--- config.mk ---
export PLATFORM = sky130hd
export DESIGN_NAME = fft_peak_detector
export DESIGN_NICKNAME = d
export VERILOG_FILES = /design/src/rtl/fft_pkg.sv /design/src/rtl/fft_bin_power.sv /design/src/rtl/fft_peak_detector.sv
export SDC_FILE = /design/constraint.sdc
export NUM_CORES = 2
export LEC_CHECK = 0
export ABC_AREA = 0
export BUFFER_PORTS_ARGS = -buffer_cell sky130_fd_sc_hd__buf_4
export CAP_MARGIN = 10
export CORE_AREA = 2 2 277 279
export DETAILED_ROUTE_END_ITERATION = 7
export DIE_AREA = 0 0 279 281
export GPL_TIMING_DRIVEN = 0
export PLACE_DENSITY = 0.91
export REMOVE_ABC_BUFFERS = 1
export SETUP_SLACK_MARGIN = 0.4
export SYNTH_ARGS = -nofsm -noshare
export SYNTH_HDL_FRONTEND = slang
export SYNTH_SLANG_ARGS = --single-unit
--- constraint.sdc ---
create_clock -name clk_i -period 8.8 [get_ports clk_i]
set_input_delay 0 -clock clk_i [delete_from_list [all_inputs] [get_ports clk_i]]
set_output_delay 0 -clock clk_i [all_outputs]
set_load 0.05 [all_outputs]
--- src/rtl/fft_pkg.sv ---
// Shared constants and types for the FFT peak detector slice.
// Build option: SPECTRUM_AVG_EN enables per-bin IIR spectrum averaging.
package fft_pkg;

    localparam int FFT_POINTS      = 256;
    localparam int BIN_DATA_WIDTH  = 24;
    localparam int BIN_POWER_WIDTH = 32;
    localparam int BIN_IDX_WIDTH   = $clog2(FFT_POINTS);

    typedef logic [BIN_IDX_WIDTH-1:0] bin_idx_t;

    typedef enum logic [1:0] {
        ST_COLLECT,
        ST_FLUSH,
        ST_REPORT
    } peak_state_t;

endpackage

--- src/rtl/fft_bin_power.sv ---
// Two-stage pipelined |X|^2 = re^2 + im^2 with valid/bin/last sideband.
// Stage A squares each part, stage B sums and keeps the top POWER_WIDTH bits.
module fft_bin_power
    import fft_pkg::*;
#(
    parameter int DATA_WIDTH  = BIN_DATA_WIDTH,
    parameter int POWER_WIDTH = BIN_POWER_WIDTH,
    parameter int BIN_WIDTH   = BIN_IDX_WIDTH
) (
    input  logic                          clk_i,
    input  logic                          rst_ni,
    input  logic                          valid_i,
    input  logic                          last_i,
    input  logic [BIN_WIDTH-1:0]          bin_i,
    input  logic signed [DATA_WIDTH-1:0]  real_i,
    input  logic signed [DATA_WIDTH-1:0]  imag_i,
    output logic                          valid_o,
    output logic                          last_o,
    output logic [BIN_WIDTH-1:0]          bin_o,
    output logic [POWER_WIDTH-1:0]        power_o
);

    localparam int PROD_W = 2 * DATA_WIDTH;
    localparam int DROP   = PROD_W - POWER_WIDTH;

    logic signed [PROD_W-1:0] re_x;
    logic signed [PROD_W-1:0] im_x;
    logic [PROD_W-1:0]        re_sq;
    logic [PROD_W-1:0]        im_sq;
    logic                     sq_valid;
    logic                     sq_last;
    logic [BIN_WIDTH-1:0]     sq_bin;

    // Sign-extend so the square is exact; it is always non-negative.
    assign re_x = PROD_W'(real_i);
    assign im_x = PROD_W'(imag_i);

    // Stage A: square real and imaginary parts.
    always_ff @(posedge clk_i or negedge rst_ni) begin
        if (!rst_ni) begin
            sq_valid <= 1'b0;
            sq_last  <= 1'b0;
            sq_bin   <= '0;
            re_sq    <= '0;
            im_sq    <= '0;
        end else begin
            sq_valid <= valid_i;
            sq_last  <= valid_i && last_i;
            sq_bin   <= bin_i;
            re_sq    <= $unsigned(re_x * re_x);
            im_sq    <= $unsigned(im_x * im_x);
        end
    end

    // Stage B: sum (max 2^47, no overflow) and truncate LSBs.
    always_ff @(posedge clk_i or negedge rst_ni) begin
        if (!rst_ni) begin
            valid_o <= 1'b0;
            last_o  <= 1'b0;
            bin_o   <= '0;
            power_o <= '0;
        end else begin
            valid_o <= sq_valid;
            last_o  <= sq_valid && sq_last;
            bin_o   <= sq_bin;
            power_o <= POWER_WIDTH'((re_sq + im_sq) >> DROP);
        end
    end

endmodule

--- src/rtl/fft_peak_detector.sv ---
// Per-frame peak search over FFT bins MIN_BIN..FFT_SIZE/2-1.
// Build option: SPECTRUM_AVG_EN searches an IIR-averaged spectrum instead.
module fft_peak_detector
    import fft_pkg::*;
#(
    parameter int DATA_WIDTH  = BIN_DATA_WIDTH,
    parameter int FFT_SIZE    = FFT_POINTS,
    parameter int POWER_WIDTH = BIN_POWER_WIDTH,
    parameter int MIN_BIN     = 1,
    parameter int AVG_SHIFT   = 3
) (
    input  logic                        clk_i,
    input  logic                        rst_ni,
    input  logic signed [DATA_WIDTH-1:0] data_real_i,
    input  logic signed [DATA_WIDTH-1:0] data_imag_i,
    input  logic                        valid_i,
    output logic                        ready_o,
    output logic [$clog2(FFT_SIZE)-1:0] peak_bin_o,
    output logic [POWER_WIDTH-1:0]      peak_power_o,
    output logic [15:0]                 frame_count_o,
    output logic                        result_valid_o,
    input  logic                        result_ready_i,
    output logic                        busy_o
);

    localparam int BIN_W = $clog2(FFT_SIZE);
    localparam int HALF  = FFT_SIZE / 2;

    localparam logic [BIN_W-1:0] LAST_BIN = BIN_W'(FFT_SIZE - 1);
    localparam logic [BIN_W-1:0] HALF_IDX = BIN_W'(HALF);
    localparam logic [BIN_W-1:0] MIN_IDX  = BIN_W'(MIN_BIN);

    peak_state_t state;

    logic [BIN_W-1:0] bin_cnt;
    logic             accept;
    logic             handshake;

    logic                         s1_valid;
    logic                         s1_last;
    logic [BIN_W-1:0]             s1_bin;
    logic signed [DATA_WIDTH-1:0] s1_re;
    logic signed [DATA_WIDTH-1:0] s1_im;

    logic                   pw_valid;
    logic                   pw_last;
    logic [BIN_W-1:0]       pw_bin;
    logic [POWER_WIDTH-1:0] pw_power;

    logic                   cmp_valid;
    logic                   cmp_last;
    logic [BIN_W-1:0]       cmp_bin;
    logic [POWER_WIDTH-1:0] cmp_power;
    logic                   cmp_search;

    logic                   done;
    logic [BIN_W-1:0]       peak_bin;
    logic [POWER_WIDTH-1:0] peak_power;

    assign accept    = valid_i && ready_o;
    assign handshake = result_valid_o && result_ready_i;

    // S1: capture accepted beat with its bin index.
    always_ff @(posedge clk_i or negedge rst_ni) begin
        if (!rst_ni) begin
            s1_valid <= 1'b0;
            s1_last  <= 1'b0;
            s1_bin   <= '0;
            s1_re    <= '0;
            s1_im    <= '0;
        end else begin
            s1_valid <= accept;
            s1_last  <= accept && (bin_cnt == LAST_BIN);
            s1_bin   <= bin_cnt;
            s1_re    <= data_real_i;
            s1_im    <= data_imag_i;
        end
    end

    fft_bin_power #(
        .DATA_WIDTH  (DATA_WIDTH),
        .POWER_WIDTH (POWER_WIDTH),
        .BIN_WIDTH   (BIN_W)
    ) u_power (
        .clk_i   (clk_i),
        .rst_ni  (rst_ni),
        .valid_i (s1_valid),
        .last_i  (s1_last),
        .bin_i   (s1_bin),
        .real_i  (s1_re),
        .imag_i  (s1_im),
        .valid_o (pw_valid),
        .last_o  (pw_last),
        .bin_o   (pw_bin),
        .power_o (pw_power)
    );

`ifdef SPECTRUM_AVG_EN
    logic [POWER_WIDTH-1:0] avg_mem [HALF];
    logic [POWER_WIDTH-1:0] avg_old;
    logic [POWER_WIDTH-1:0] avg_new;
    logic signed [POWER_WIDTH:0] avg_diff;
    logic signed [POWER_WIDTH:0] avg_sum;
    logic                   pw_search;

    logic                   av_valid;
    logic                   av_last;
    logic [BIN_W-1:0]       av_bin;
    logic [POWER_WIDTH-1:0] av_power;

    assign pw_search = (pw_bin >= MIN_IDX) && (pw_bin < HALF_IDX);
    assign avg_old   = avg_mem[pw_bin[BIN_W-2:0]];

    // avg += (p - avg) >>> AVG_SHIFT in signed POWER_WIDTH+1 arithmetic.
    always_comb begin
        avg_diff = $signed({1'b0, pw_power}) - $signed({1'b0, avg_old});
        avg_sum  = $signed({1'b0, avg_old}) + (avg_diff >>> AVG_SHIFT);
        avg_new  = POWER_WIDTH'(avg_sum);
    end

    // Averaging stage: write back the new average and forward it to the search.
    always_ff @(posedge clk_i or negedge rst_ni) begin
        if (!rst_ni) begin
            for (int i = 0; i < HALF; i++) begin
                avg_mem[i] <= '0;
            end
            av_valid <= 1'b0;
            av_last  <= 1'b0;
            av_bin   <= '0;
            av_power <= '0;
        end else begin
            av_valid <= pw_valid;
            av_last  <= pw_valid && pw_last;
            av_bin   <= pw_bin;
            av_power <= avg_new;
            if (pw_valid && pw_search) begin
                avg_mem[pw_bin[BIN_W-2:0]] <= avg_new;
            end
        end
    end

    assign cmp_valid = av_valid;
    assign cmp_last  = av_last;
    assign cmp_bin   = av_bin;
    assign cmp_power = av_power;
`else
    assign cmp_valid = pw_valid;
    assign cmp_last  = pw_last;
    assign cmp_bin   = pw_bin;
    assign cmp_power = pw_power;
`endif

    assign cmp_search = (cmp_bin >= MIN_IDX) && (cmp_bin < HALF_IDX);

    // Comparator: strict greater-than so ties keep the lowest bin.
    always_ff @(posedge clk_i or negedge rst_ni) begin
        if (!rst_ni) begin
            done       <= 1'b0;
            peak_bin   <= MIN_IDX;
            peak_power <= '0;
        end else begin
            done <= cmp_valid && cmp_last;
            if (handshake) begin
                peak_bin   <= MIN_IDX;
                peak_power <= '0;
            end else if (cmp_valid && cmp_search && (cmp_power > peak_power)) begin
                peak_bin   <= cmp_bin;
                peak_power <= cmp_power;
            end
        end
    end

    // Frame FSM: collect bins, drain the pipeline, hold result until taken.
    always_ff @(posedge clk_i or negedge rst_ni) begin
        if (!rst_ni) begin
            state          <= ST_COLLECT;
            bin_cnt        <= '0;
            ready_o        <= 1'b0;
            result_valid_o <= 1'b0;
            peak_bin_o     <= '0;
            peak_power_o   <= '0;
            frame_count_o  <= '0;
            busy_o         <= 1'b0;
        end else begin
            unique case (state)
                ST_COLLECT: begin
                    ready_o <= 1'b1;
                    if (accept) begin
                        busy_o  <= 1'b1;
                        bin_cnt <= bin_cnt + 1'b1;
                        if (bin_cnt == LAST_BIN) begin
                            ready_o <= 1'b0;
                            state   <= ST_FLUSH;
                        end
                    end
                end
                ST_FLUSH: begin
                    if (done) begin
                        result_valid_o <= 1'b1;
                        peak_bin_o     <= peak_bin;
                        peak_power_o   <= peak_power;
                        state          <= ST_REPORT;
                    end
                end
                ST_REPORT: begin
                    if (result_ready_i) begin
                        result_valid_o <= 1'b0;
                        frame_count_o  <= frame_count_o + 16'd1;
                        busy_o         <= 1'b0;
                        ready_o        <= 1'b1;
                        state          <= ST_COLLECT;
                    end
                end
                default: begin
                    state <= ST_COLLECT;
                end
            endcase
        end
    end

endmodule

==> reports/qor.csv <==
stage;metric;value;unit
global_routing;grt_pass1_wl;199000;um
worst_setup_path;r2r-end;u_power.im_sq[41];
run;max_cap_violations;0;
sta;whs;-0.0169;ns
sta;fin_skew;0.0242;ns
placement;gp_congestion;0.933;
drt;drc_errors;0;
floorplanning;die_h;281;um
sta;max_slew_margin;18.6;%
clock_network;clockBufferDepth;3;
finish;fin_cells;5969;
sta;slew_violations;0;
worst_setup_path;worstPathArrival;8.55;ns
floorplanning;die_x;279;um
run_status;status;finished with violations;
synth;yosysSeqAreaShare;15.8;%
worst_setup_path;worstSetupStartpointType;register;
finish;utilization;70.6;%
floorplanning;core_area;0.0754;mm2
clock_network;cts_tree;done;
sta;hold_viol;2;
sta;worst_slack;0.740;ns
worst_setup_path;required;9.29;ns
worst_setup_path;critPathCaptureType;register;
worst_setup_path;path_class;register to register;
finish;areaGrowthSynthToFinish;7.57;%
worst_setup_path;r2r-start;s1_im[2];
synth;netlist_instances;4877;
clock_network;clk_pin_slew;0.08;ns
worst_setup_path;r2r_slack;0.74;ns
drt;drtAntennaViolNets;0;
synth;synth-edff-count;0;
synth;async_flop_share;100;%
sta;report.final.setup_viol;0;
sta;period_minus_slack;8.06;ns
worst_setup_path;critPathMaxFanout;26;
drt;dr.pass1.iters;6;
finish;fin_nets;6498;
sta;tightestPinTransition;1.22;ns
clock_network;clk_latency;0.59;ns
synth;postSynthAreaPerCell;10.2;um2
synth;synth_warnings;0;
finish;multi_input_area;0.0362;mm2
synth;ys_top_cells_by_area;fa_1, dfrtp_1, inv_1;
synth;synth_area;0.0495;mm2
global_routing;grt-ovfl-total;0;
clock_network;htree_levels;2;
sta;rsz0062_at_grt;no;
drt;vias;34400;
drt;drt_iter0_drc;2574;
placement;port-buffer-count;110;
synth;yosys.area.top_type_share;44.9;%
worst_setup_path;reg2reg_depth;23;
drt;wl_per_cell;20.0;um
finish;layout-drive-gt1-share;5.43;%
global_routing;grt_pass1_vias;40600;
placement;dpl.cell_count;5846;
drt;totalWireLength;120000;um
synth;yosys.area.top_type;fa_1;
synth;synth_cell_types;72;
finish;n_fill_cell;4744;
finish;regArea;0.00787;mm2
synth;synthFlopType;dfrtp_1;
floorplanning;dieArea;0.0784;mm2
clock_network;cts_root_buf;clkbuf_16;
global_routing;track_usage;32.6;%
clock_network;cts_buffers;37;
drt;vias_per_cell;5.77;
run_status;violations;hold timing;
global_routing;antenna_found_initial;2;
global_routing;grt_max_degree;126;
clock_network;cts_setup_buffers;0;
sta;setup_tns;0;ns
sta;max_freq;124;MHz
synth;ys_ff_latch;312;
placement;dp_hpwl;91500;um
finish;diodes;0;
sta;timing.final.crit_share;91.6;%
floorplanning;initial_core_util;65.6;%
clock_network;cts.sinks;312;
placement;pre_cts_ws;0.338;ns
floorplanning;fp-row-count;101;
min_path;hp-class;input pin to asynchronous set/reset pin;
floorplanning;io_pins;111;
-- cells in the final DEF, fill, tap and decap left out, types with 7 or more instances in the layout --
master	n
inv_1	1351
fa_1	1110
nand2_1	460
ha_1	372
dfrtp_1	268
and2_1	197
nor2_1	146
xnor2_1	123
buf_4	109
a21oi_1	102
o21ai_0	84
a21o_1	71
xor2_1	52
dlygate4sd3_1	51
mux2i_1	43
nor2b_1	42
dfrtp_2	41
clkbuf_16	37
nand3_1	32
nand2b_1	27
nand4_1	22
o21a_1	17
a211oi_1	16
nor3_1	16
a31oi_1	14
o21bai_1	14
mux2_2	13
and3_1	11
buf_16	9
clkbuf_8	8
a21boi_0	7
clkinv_2	7
-- flip-flops by register name (all words and copies together) (netlist names), 2 cells and up --
name / flops
u_power.im_sq: 46
u_power.re_sq: 46
peak_power: 32
peak_power_o: 32
u_power.power_o: 32
s1_im: 24
s1_re: 24
frame_count_o: 16
bin_cnt: 8
peak_bin: 8
peak_bin_o: 8
s1_bin: 8
u_power.bin_o: 8
u_power.sq_bin: 8
state: 2
-- cell families (layout without fill, tap and decap cells) --
family,after synthesis,count (layout),share of synthesized area (%)
adders and majority gates,1482,1482,54.3
buffers and inverters,1480,1594,11.2
and+or+nand+nor,980,980,9.26
AOI/OAI and AO/OA,392,392,5.17
DFF,312,312,15.8
xor gates and xnor gates,175,175,3.10
muxes,56,56,1.17
-- per-layer routing --
layer	up-vias	global-route usage (%)	share of wire, %	wire (um)
met5	-	0	0	0
met4	0	19.4	6.5	7760
met3	624	6.96	8.4	10000
met2	1649	57.0	51	61400
met1	17600	37.0	34	40400
li1	14500	-	-	-
-- through the flow --
step	area [um2]	hold slack, ns
global route	53300	0.0494
detailed placement	51300	0.0259
floorplan	49000	-0.296
finish	53300	-0.0169
CTS	53100	0.00389
global placement	51100	0.109
-- worst max path at each step --
| stage | startpoint | end | slack [ns] | cells after the start |
|---|---|---|---|---|
| 2_1_floorplan | s1_re[23] | u_power.re_sq[47] | 1.60 | 18 |
| 3_3_place_gp | s1_re[23] | u_power.re_sq[47] | 0.29 | 19 |
| 3_5_place_dp | s1_re[2] | u_power.re_sq[47] | 0.34 | 18 |
| 4_1_cts | s1_re[12] | u_power.re_sq[44] | 0.37 | 26 |
| 5_1_grt | s1_im[23] | u_power.im_sq[41] | 0.41 | 25 |
| 6_report | s1_im[2] | u_power.im_sq[41] | 0.74 | 23 |
-- layout make-up --
type | count | area share [%]
clock buffer | 48 | 1.97
tap | 978 | 2.30
multi-input combinational | 3085 | 67.9
clock inverter | 18 | 0.350
timing repair buffer | 177 | 3.19
sequential | 312 | 14.8
inverter | 1351 | 9.52
-- critical path, cell delays in order, from the launching register on --
cell and delay, ns:
dfrtp_2 0.84, and2_1 0.30, fa_1 0.59, fa_1 0.75, inv_1 0.26, fa_1 0.54
inv_1 0.06, fa_1 0.50, fa_1 0.53, fa_1 0.52, inv_1 0.06, fa_1 0.48
inv_1 0.05, ha_1 0.38, nand3_1 0.24, nor2_1 0.16, o21ai_0 0.15, a31oi_2 0.36
o21ai_1 0.20, o21bai_1 0.22, and2_1 0.19, nand2_1 0.09, mux2_2 0.28, a211oi_1 0.18
-- Yosys cell counts (4+ instances only) --
cell	number
a211oi_1	16
a21boi_0	7
a21o_1	71
a21oi_1	102
a31o_2	4
a31oi_1	16
and2_1	198
and3_1	11
and4_1	5
buf_2	5
clkbuf_1	122
dfrtp_1	311
fa_1	1110
ha_1	372
inv_1	1351
mux2_2	13
mux2i_1	43
nand2_1	460
nand2b_1	27
nand3_1	32
nand4_1	22
nor2_1	146
nor2b_1	42
nor3_1	16
nor4_1	5
o211ai_1	6
o21a_1	17
o21ai_0	84
o21ai_1	6
o21bai_1	14
o31ai_1	7
xnor2_1	123
xor2_1	52
-- what timing repair did --
action | in CTS | in global routing
gates resized for setup | 5 | 43
hold buffers | 51 | 0
endpoints found under the setup margin | 4 | 18
hold endpoints to repair | 133 | 0
Power is not shown: default switching activity piles up to over one toggle a cycle in this logic, so the estimate is an artifact.
